**src/rtl/pipe_flow_ctrl_if.sv**
```systemverilog
// Handshake bundle between the hazard/exception detectors and the pipeline
// flow controller: hazard requests one way, register enables/flushes the other.
interface pipe_flow_ctrl_if;
   logic       StallReqD;
   logic       MDStartE;
   logic       MDIsDivE;
   logic       MDUseD;
   logic       ExcM;
   logic       EretM;
   logic       PCEn;
   logic       DRegEn;
   logic       DRegFlush;
   logic       ERegFlush;
   logic       MRegFlush;
   logic       WRegFlush;
   logic [1:0] PCSel;
   logic       MDBusy;
   logic       InExc;

   // master: the pipeline side that raises requests and obeys the controls
   modport master (
      output StallReqD, MDStartE, MDIsDivE, MDUseD, ExcM, EretM,
      input  PCEn, DRegEn, DRegFlush, ERegFlush, MRegFlush, WRegFlush,
             PCSel, MDBusy, InExc
   );

   modport slave (
      input  StallReqD, MDStartE, MDIsDivE, MDUseD, ExcM, EretM,
      output PCEn, DRegEn, DRegFlush, ERegFlush, MRegFlush, WRegFlush,
             PCSel, MDBusy, InExc
   );
endinterface

```
**src/rtl/pipe_flow_ctrl.sv**
```systemverilog
// Stall/flush sequencer for the 5-stage pipeline: hazard stalls, mult/div
// occupancy tracking, two-cycle exception entry and ERET redirect.
module pipe_flow_ctrl #(
   parameter int MULT_CYCLES = 5,
   parameter int DIV_CYCLES  = 10,
   parameter int CNT_W       = 4
) (
   input logic              Clk,
   input logic              Reset,
   pipe_flow_ctrl_if.slave  bus
);
   typedef enum logic [1:0] {
      RUN       = 2'd0,
      EXC_FLUSH = 2'd1,
      EXC_REDIR = 2'd2
   } state_t;

   localparam logic [1:0] PCSEL_SEQ     = 2'd0;
   localparam logic [1:0] PCSEL_HANDLER = 2'd1;
   localparam logic [1:0] PCSEL_EPC     = 2'd2;

   state_t           state_reg, state_next;
   logic [CNT_W-1:0] cnt_reg, cnt_next;
   logic             md_busy;
   logic             stall;
   logic             md_load;

   assign md_busy = (cnt_reg != '0);
   assign stall   = bus.StallReqD | (bus.MDUseD & (md_busy | bus.MDStartE));
   // A mult/div in E that is being flushed away must not occupy the unit.
   assign md_load = bus.MDStartE & (state_reg == RUN) & ~bus.ExcM & ~bus.EretM;

   always_comb begin
      cnt_next = cnt_reg;
      if (md_load)
         cnt_next = bus.MDIsDivE ? CNT_W'(DIV_CYCLES) : CNT_W'(MULT_CYCLES);
      else if (md_busy)
         cnt_next = cnt_reg - 1'b1;
   end

   always_comb begin
      state_next = state_reg;
      case (state_reg)
         RUN:       if (bus.ExcM) state_next = EXC_FLUSH;
         EXC_FLUSH: state_next = EXC_REDIR;
         EXC_REDIR: state_next = RUN;
         default:   state_next = RUN;
      endcase
   end

   always_comb begin
      bus.PCEn      = 1'b1;
      bus.DRegEn    = 1'b1;
      bus.DRegFlush = 1'b0;
      bus.ERegFlush = 1'b0;
      bus.MRegFlush = 1'b0;
      bus.WRegFlush = 1'b0;
      bus.PCSel     = PCSEL_SEQ;
      bus.InExc     = 1'b0;
      case (state_reg)
         RUN: begin
            if (bus.ExcM) begin
               bus.PCEn      = 1'b0;
               bus.DRegFlush = 1'b1;
               bus.ERegFlush = 1'b1;
               bus.MRegFlush = 1'b1;
               bus.WRegFlush = 1'b1;
            end else if (bus.EretM) begin
               bus.PCSel     = PCSEL_EPC;
               bus.DRegFlush = 1'b1;
               bus.ERegFlush = 1'b1;
            end else if (stall) begin
               bus.PCEn      = 1'b0;
               bus.DRegEn    = 1'b0;
               bus.ERegFlush = 1'b1;
            end
         end
         // CP0 captures EPC/Cause while the younger stages are held empty.
         EXC_FLUSH: begin
            bus.PCEn      = 1'b0;
            bus.DRegFlush = 1'b1;
            bus.ERegFlush = 1'b1;
            bus.MRegFlush = 1'b1;
         end
         EXC_REDIR: begin
            bus.PCSel     = PCSEL_HANDLER;
            bus.DRegFlush = 1'b1;
            bus.ERegFlush = 1'b1;
            bus.InExc     = 1'b1;
         end
         default: ;
      endcase
   end

   assign bus.MDBusy = md_busy;

   always_ff @(posedge Clk or posedge Reset) begin
      if (Reset) begin
         state_reg <= RUN;
         cnt_reg   <= '0;
      end else begin
         state_reg <= state_next;
         cnt_reg   <= cnt_next;
      end
   end
endmodule

```
**src/flat_wrapper.sv**
```systemverilog
// flat-port wrapper written by rule: the top's interface ports become plain ports
module pipe_flow_ctrl_flat 
#(
   parameter int MULT_CYCLES = 5,
   parameter int DIV_CYCLES  = 10,
   parameter int CNT_W       = 4
)
  (Clk, Reset, bus_StallReqD, bus_MDStartE, bus_MDIsDivE, bus_MDUseD, bus_ExcM, bus_EretM, bus_PCEn, bus_DRegEn, bus_DRegFlush, bus_ERegFlush, bus_MRegFlush, bus_WRegFlush, bus_PCSel, bus_MDBusy, bus_InExc);
  pipe_flow_ctrl_if bus_i ();
  input logic Clk;
  input logic Reset;
  input wire logic [$bits(bus_i.StallReqD)-1:0] bus_StallReqD;
  input wire logic [$bits(bus_i.MDStartE)-1:0] bus_MDStartE;
  input wire logic [$bits(bus_i.MDIsDivE)-1:0] bus_MDIsDivE;
  input wire logic [$bits(bus_i.MDUseD)-1:0] bus_MDUseD;
  input wire logic [$bits(bus_i.ExcM)-1:0] bus_ExcM;
  input wire logic [$bits(bus_i.EretM)-1:0] bus_EretM;
  output wire logic [$bits(bus_i.PCEn)-1:0] bus_PCEn;
  output wire logic [$bits(bus_i.DRegEn)-1:0] bus_DRegEn;
  output wire logic [$bits(bus_i.DRegFlush)-1:0] bus_DRegFlush;
  output wire logic [$bits(bus_i.ERegFlush)-1:0] bus_ERegFlush;
  output wire logic [$bits(bus_i.MRegFlush)-1:0] bus_MRegFlush;
  output wire logic [$bits(bus_i.WRegFlush)-1:0] bus_WRegFlush;
  output wire logic [$bits(bus_i.PCSel)-1:0] bus_PCSel;
  output wire logic [$bits(bus_i.MDBusy)-1:0] bus_MDBusy;
  output wire logic [$bits(bus_i.InExc)-1:0] bus_InExc;
  assign bus_i.StallReqD = bus_StallReqD;
  assign bus_i.MDStartE = bus_MDStartE;
  assign bus_i.MDIsDivE = bus_MDIsDivE;
  assign bus_i.MDUseD = bus_MDUseD;
  assign bus_i.ExcM = bus_ExcM;
  assign bus_i.EretM = bus_EretM;
  assign bus_PCEn = bus_i.PCEn;
  assign bus_DRegEn = bus_i.DRegEn;
  assign bus_DRegFlush = bus_i.DRegFlush;
  assign bus_ERegFlush = bus_i.ERegFlush;
  assign bus_MRegFlush = bus_i.MRegFlush;
  assign bus_WRegFlush = bus_i.WRegFlush;
  assign bus_PCSel = bus_i.PCSel;
  assign bus_MDBusy = bus_i.MDBusy;
  assign bus_InExc = bus_i.InExc;
  pipe_flow_ctrl #(.MULT_CYCLES(MULT_CYCLES), .DIV_CYCLES(DIV_CYCLES), .CNT_W(CNT_W)) u_core (.Clk(Clk), .Reset(Reset), .bus(bus_i));
endmodule
```
**config.mk**
```make
export PLATFORM = sky130hd
export DESIGN_NAME = pipe_flow_ctrl_flat
export DESIGN_NICKNAME = d
export VERILOG_FILES = /design/src/rtl/pipe_flow_ctrl_if.sv /design/src/rtl/pipe_flow_ctrl.sv /design/src/flat_wrapper.sv
export SDC_FILE = /design/constraint.sdc
export NUM_CORES = 1
export LEC_CHECK = 0
export ABC_AREA = 1
export BUFFER_PORTS_ARGS = -buffer_cell sky130_fd_sc_hd__buf_2
export CORE_AREA = 2 2 39 41
export CTS_CLUSTER_SIZE = 30
export DETAILED_ROUTE_END_ITERATION = 6
export DIE_AREA = 0 0 41 43
export PLACE_DENSITY = 0.65
export SLEW_MARGIN = 20
export SYNTH_ARGS = -nofsm -noshare
export SYNTH_HDL_FRONTEND = slang
export SYNTH_SLANG_ARGS = --single-unit
```
**constraint.sdc**
```tcl
create_clock -name Clk -period 2.8 [get_ports Clk]
set_clock_uncertainty 0.2 [all_clocks]
set_input_delay 0.14 -clock Clk [delete_from_list [all_inputs] [get_ports Clk]]
set_output_delay 0.14 -clock Clk [all_outputs]
set_load 0.02 [all_outputs]
```
# Yosys cells after proc, flatten, opt, wreduce, memory -nomap -nowiden
# Cells that the tools add are included.
[word_totals]
ff_bits = 6
latch_bits = 0
mem_bits_rw = 0
romBits = 0
inputBits = 8
out_inout_bits = 10
elab_cells = 43
memories = 0
[op_classes]
add_sub_neg = 1
mul = 0
n_div = 0
magnitude_cmp = 0
eq_ne = 3
shifts = 0
n_mux = 25
bitwise_logic = 8
n_reduce_logical = 4
[op_table]
columns = ["op", "n"]
rows = [
  ["1-bit 2-to-1 mux", 13],
  ["4-bit 2-to-1 mux", 3],
  ["1-bit case mux with 2 select lines", 4],
  ["2-bit case mux with 2 select lines", 2],
  ["2-bit 2-to-1 mux", 3],
  ["1-bit AND", 4],
  ["4-bit nonzero test", 1],
  ["4-bit by 1-bit subtractor with 4-bit output, second input constant", 1],
  ["2-bit by 1-bit == test with 1-bit output, second input constant", 1],
  ["2-bit == test, second input constant", 1],
  ["2-bit zero test", 1],
  ["2-bit inequality test, second input constant", 1],
  ["1-bit NOT", 2],
  ["1-bit bitwise OR", 2],
  ["2-bit nonzero test", 1],
  ["2-bit OR reduction", 1],
]

# Depth between registers and ports, before layout
[depth]
ltp_word = 8
depth_mapped = 8
depth_no_buf = 8

# Worst setup path before layout
# Ideal clock, no wire load.
[synth_path]
path_kind = "register to output"
start = "reg u_core.state_reg[0]"
end = "out bus_MRegFlush"
arrival_ns = 1.172
required_ns = 2.460
slack_ns = 1.288
stages_incl_launch_ff = 6
n_path_buf = 0
path_cell_list = "dfrtp_1 > inv_1 > ha_1 > nand2_1 > inv_1 > or2_2"
[synth_between]
elab_chain_cells = 2
elab_cells_between_ends = 3
classes_between = "eq/ne: 1; mux: 1; reduce/logical: 1"
[synth_rtl]
columns = ["element", "line", "text"]
rows = [
  ["start: declaration", "pipe_flow_ctrl.sv:22", "state_t state_reg, state_next;"],
  ["start signal: assignment", "pipe_flow_ctrl.sv:102", "state_reg <= state_next;"],
  ["2-bit by 1-bit == test with 1-bit output or 2-bit zero test (tied branches)", "pipe_flow_ctrl.sv:60", "case (state_reg)"],
  ["1-bit case mux with 2 select lines (*)", "pipe_flow_ctrl.sv:60", ""],
  ["end: declaration", "flat_wrapper.sv:22", "output wire logic [$bits(bus_i.MRegFlush)-1:0] bus_MRegFlush;"],
]
# Every way passes the cells marked *; elsewhere a longest branch is shown, timed or not.

# Worst setup path in the final report
[layout_path]
start = "reg u_core.state_reg[0]"
end = "out bus_ERegFlush"
[layout_between]
elab_chain_cells = 3
elab_cells_between_ends = 5
classes_between = "eq/ne: 2; mux: 1; reduce/logical: 2"
[layout_rtl]
columns = ["element", "line", "text"]
rows = [
  ["2-bit by 1-bit == test with 1-bit output or 2-bit == test (tied branches)", "pipe_flow_ctrl.sv:60", ""],
  ["2-bit OR reduction (no line)", "--", ""],
  ["1-bit case mux with 2 select lines (*)", "pipe_flow_ctrl.sv:60", ""],
  ["end: declaration", "flat_wrapper.sv:21", "output wire logic [$bits(bus_i.ERegFlush)-1:0] bus_ERegFlush;"],
]
# Marks and branches as above.

==> flow_metrics.py <==
metrics = {
    "placed_design": {
        "dp.cells": 110,
        "io_buffers": 17,
        "dp_slack_ps": 1191,
        "dpl.hpwl_um": 803.1,
        "place_congestion": 0.7204,
    },
    "routing": {
        "vias_per_cell": 4.243,
        "dr.pass1.iters": 3,
        "detailroute.via_count": 488,
        "avgRoutedWirePerCell_um": 8.313,
        "highest_layer": "met4",
        "routed_wl_um": 956,
        "drcViolationCount": 0,
        "wl_met2_um": 408,
        "detail_route.iter0.violations": 7,
        "wl_met3_um": 39,
        "ant_nets": 0,
        "wl_met1_um": 492,
    },
    "clock_network": {
        "cts_max_level": 1,
        "numCtsBuffers": 3,
        "cts.clk_slew.worst_paths_ps": 40,
        "cts_tree": "yes",
        "cts-root-buf": "clkbuf_4",
        "clkLatencyLatePin_ps": 240,
        "clock_sinks": 6,
        "cts_hold_buf": 2,
        "cts.repair.resized": 0,
        "cts_setup_buffers": 0,
        "cts_buffer_depth": 2,
    },
    "yosys": {
        "synth-seq-area-share": 0.2878,
        "synth_common_cells": "22 x nand2_1, 18 x inv_1, 6 x dfrtp_1, 6 x ha_1, 6 x nor2_1",
        "syn_area_um2": 521.8,
        "netlist-cell-type-count": 17,
        "yosys-top-cells-area": "dfrtp_1 29%, nand2_1 16%, ha_1 14%",
        "synth-seq-cells": 6,
        "synth_edf_count": 0,
        "synth.most_common_cell": "nand2_1",
        "synthArstFlopShare": 1.000,
        "synthFlopType": "dfrtp_1",
        "yosysTopAreaCell": "dfrtp_1",
        "synth.top_cell.area_share": 0.2878,
        "ys_warn_count": 0,
        "synth.avg_cell_area_um2": 6.689,
        "netlist_instances": 78,
        "syn-num-nets": 92,
    },
    "timing": {
        "finalHoldViolations": 0,
        "finalCriticalPeriod_ps": 1863,
        "timing.final.crit_share": 0.6652,
        "slew_headroom": 0.8487,
        "worst_pin_slew_ps": 226.7,
        "max_freq_ghz": 0.5369,
        "setup_viol": 0,
        "finalSetupTns_ps": 0,
        "rsz0062_at_grt": "no",
        "drv_slew": 0,
        "fin_ws_ps": 937.4,
    },
    "grt": {
        "gr-usage-all-layers": 0.1329,
        "grt_pass1_vias": 426,
        "antenna_found_initial": 0,
        "grt_max_degree": 7,
        "grt_pass1_wl_um": 1587,
        "grt-ovfl-total": 0,
    },
    "die": {
        "dieArea_um2": 1763,
        "die_w_um": 41,
        "row_count": 14,
        "start_util": 0.3770,
        "core_um2": 1384,
        "num_io_pins": 18,
        "die_h_um": 43,
    },
    "critical_path": {
        "required_ps": 2460,
        "crit_fanout": 6,
        "arrival_ps": 1520,
        "cp_top_family": "flip-flops",
        "critPathMaxStageDelay_ps": 390,
        "crit_type": "reg2out",
        "cp_slowest_cell": "dfrtp_1",
        "cp-start-kind": "register",
        "critPathBufInv": 3,
        "crit_path_end_kind": "primary output",
        "cp_cell_sequence": "inv_1 -> ha_1 -> inv_1 -> o21bai_1 -> nand2_1 -> nand2_1 -> buf_2",
    },
    "cells_and_area": {
        "largest_reg_flops": 4,
        "antenna_cells": 0,
        "drive_gt1_frac": 0.2727,
        "area_growth_pct": 26.86,
        "fillers": 142,
        "layout.nets": 115,
        "instances_no_fill": 115,
    },
    "power": {
        "ir_drop_v": 0.0004108,
        "powerDensity_nw_per_um2": 1099,
        "power.leakage_nw": 0.4256,
    },
    "run_status": {
        "run_status": "finished, final reports clean",
    },
    "min_path": {
        "hold_path_class": "in2reg",
    },
    "job": {
        "max_cap_viol_count": 0,
    },
}
## cell type report
class                   instances  area, um2  share of cell area
flip-flops and latches          6      150.1              0.2268
repair buffers                 19      105.1              0.1588
clock buffers                   3      22.52             0.03403
well taps                      16      20.02             0.03025
multi-input cells              53      296.5              0.4480
inverters                      18      67.56              0.1021
## metal layers
layer	GRT usage	up-vias
met4	0.08000	0
met1	0.1794	201
met2	0.1844	12
met3	0.03141	2
met5	0	-
li1	-	273
## metrics by stage
stage	util	power, mW	hold slack (ps)	cell area, um2
2_1_floorplan	-	0.5384	-269.0	521.8
3_3_place_gp	0.4476	0.6485	-138.6	619.3
3_5_place_dp	0.4476	0.6529	-139.3	619.3
4_1_cts	0.4783	0.7374	16.23	661.9
5_1_grt	0.4783	0.8123	44.01	661.9
6_report	0.4783	0.7271	26.72	661.9
## worst reg2reg max path: cells and delay by family (launching register included)
family                   cells  cell delay, ps
adder cells (fa/ha/maj)      1             260
buffers and inverters        1             110
AND/OR/NAND/NOR              5             490
flip-flops                   1             390
## cell usage in the layout, fill, tap and decap left out
cell	n
inv_1	18
o22ai_1	1
dlygate4sd3_1	2
a21oi_1	1
nor2_1	6
a21oi_2	1
nor2_2	3
xor2_1	1
o21ai_0	2
nand2_1	22
or2_2	1
nand3b_1	1
clkbuf_4	3
nand2_2	2
dfrtp_1	6
buf_2	17
ha_1	6
nand3_1	5
o21bai_1	1
## path summary, 6_finish.rpt
kind	startpoint	to	slack [ps]	depth (start not counted)
hold / removal	bus_ExcM	u_core.state_reg[0]	30	3
setup reg to reg	u_core.state_reg[0]	u_core.cnt_reg[1]	1250	7
hold reg to reg	u_core.cnt_reg[1]	u_core.cnt_reg[1]	310	2
max in group asynchronous	Reset	u_core.cnt_reg[3]	2060	3
setup / recovery	u_core.state_reg[0]	bus_ERegFlush	940	7
min in group asynchronous	Reset	u_core.cnt_reg[1]	150	3
## report_power, final
part | switching [mW] | total, mW | internal, mW
registers | 0.0353 | 0.167 | 0.132
clock network | 0.0285 | 0.0768 | 0.0483
logic | 0.302 | 0.483 | 0.181
## logic make-up after synthesis
| kind of cell | synth area share |
|---|---|
| buffers and inverters | 0.1439 |
| adder cells (fa/ha/maj) | 0.1439 |
| AO/OA/AOI/OAI | 0.07195 |
| flip-flops | 0.2878 |
| XOR/XNOR | 0.01679 |
| AND/OR/NAND/NOR | 0.3357 |
(Power assumes the default switching activity.)
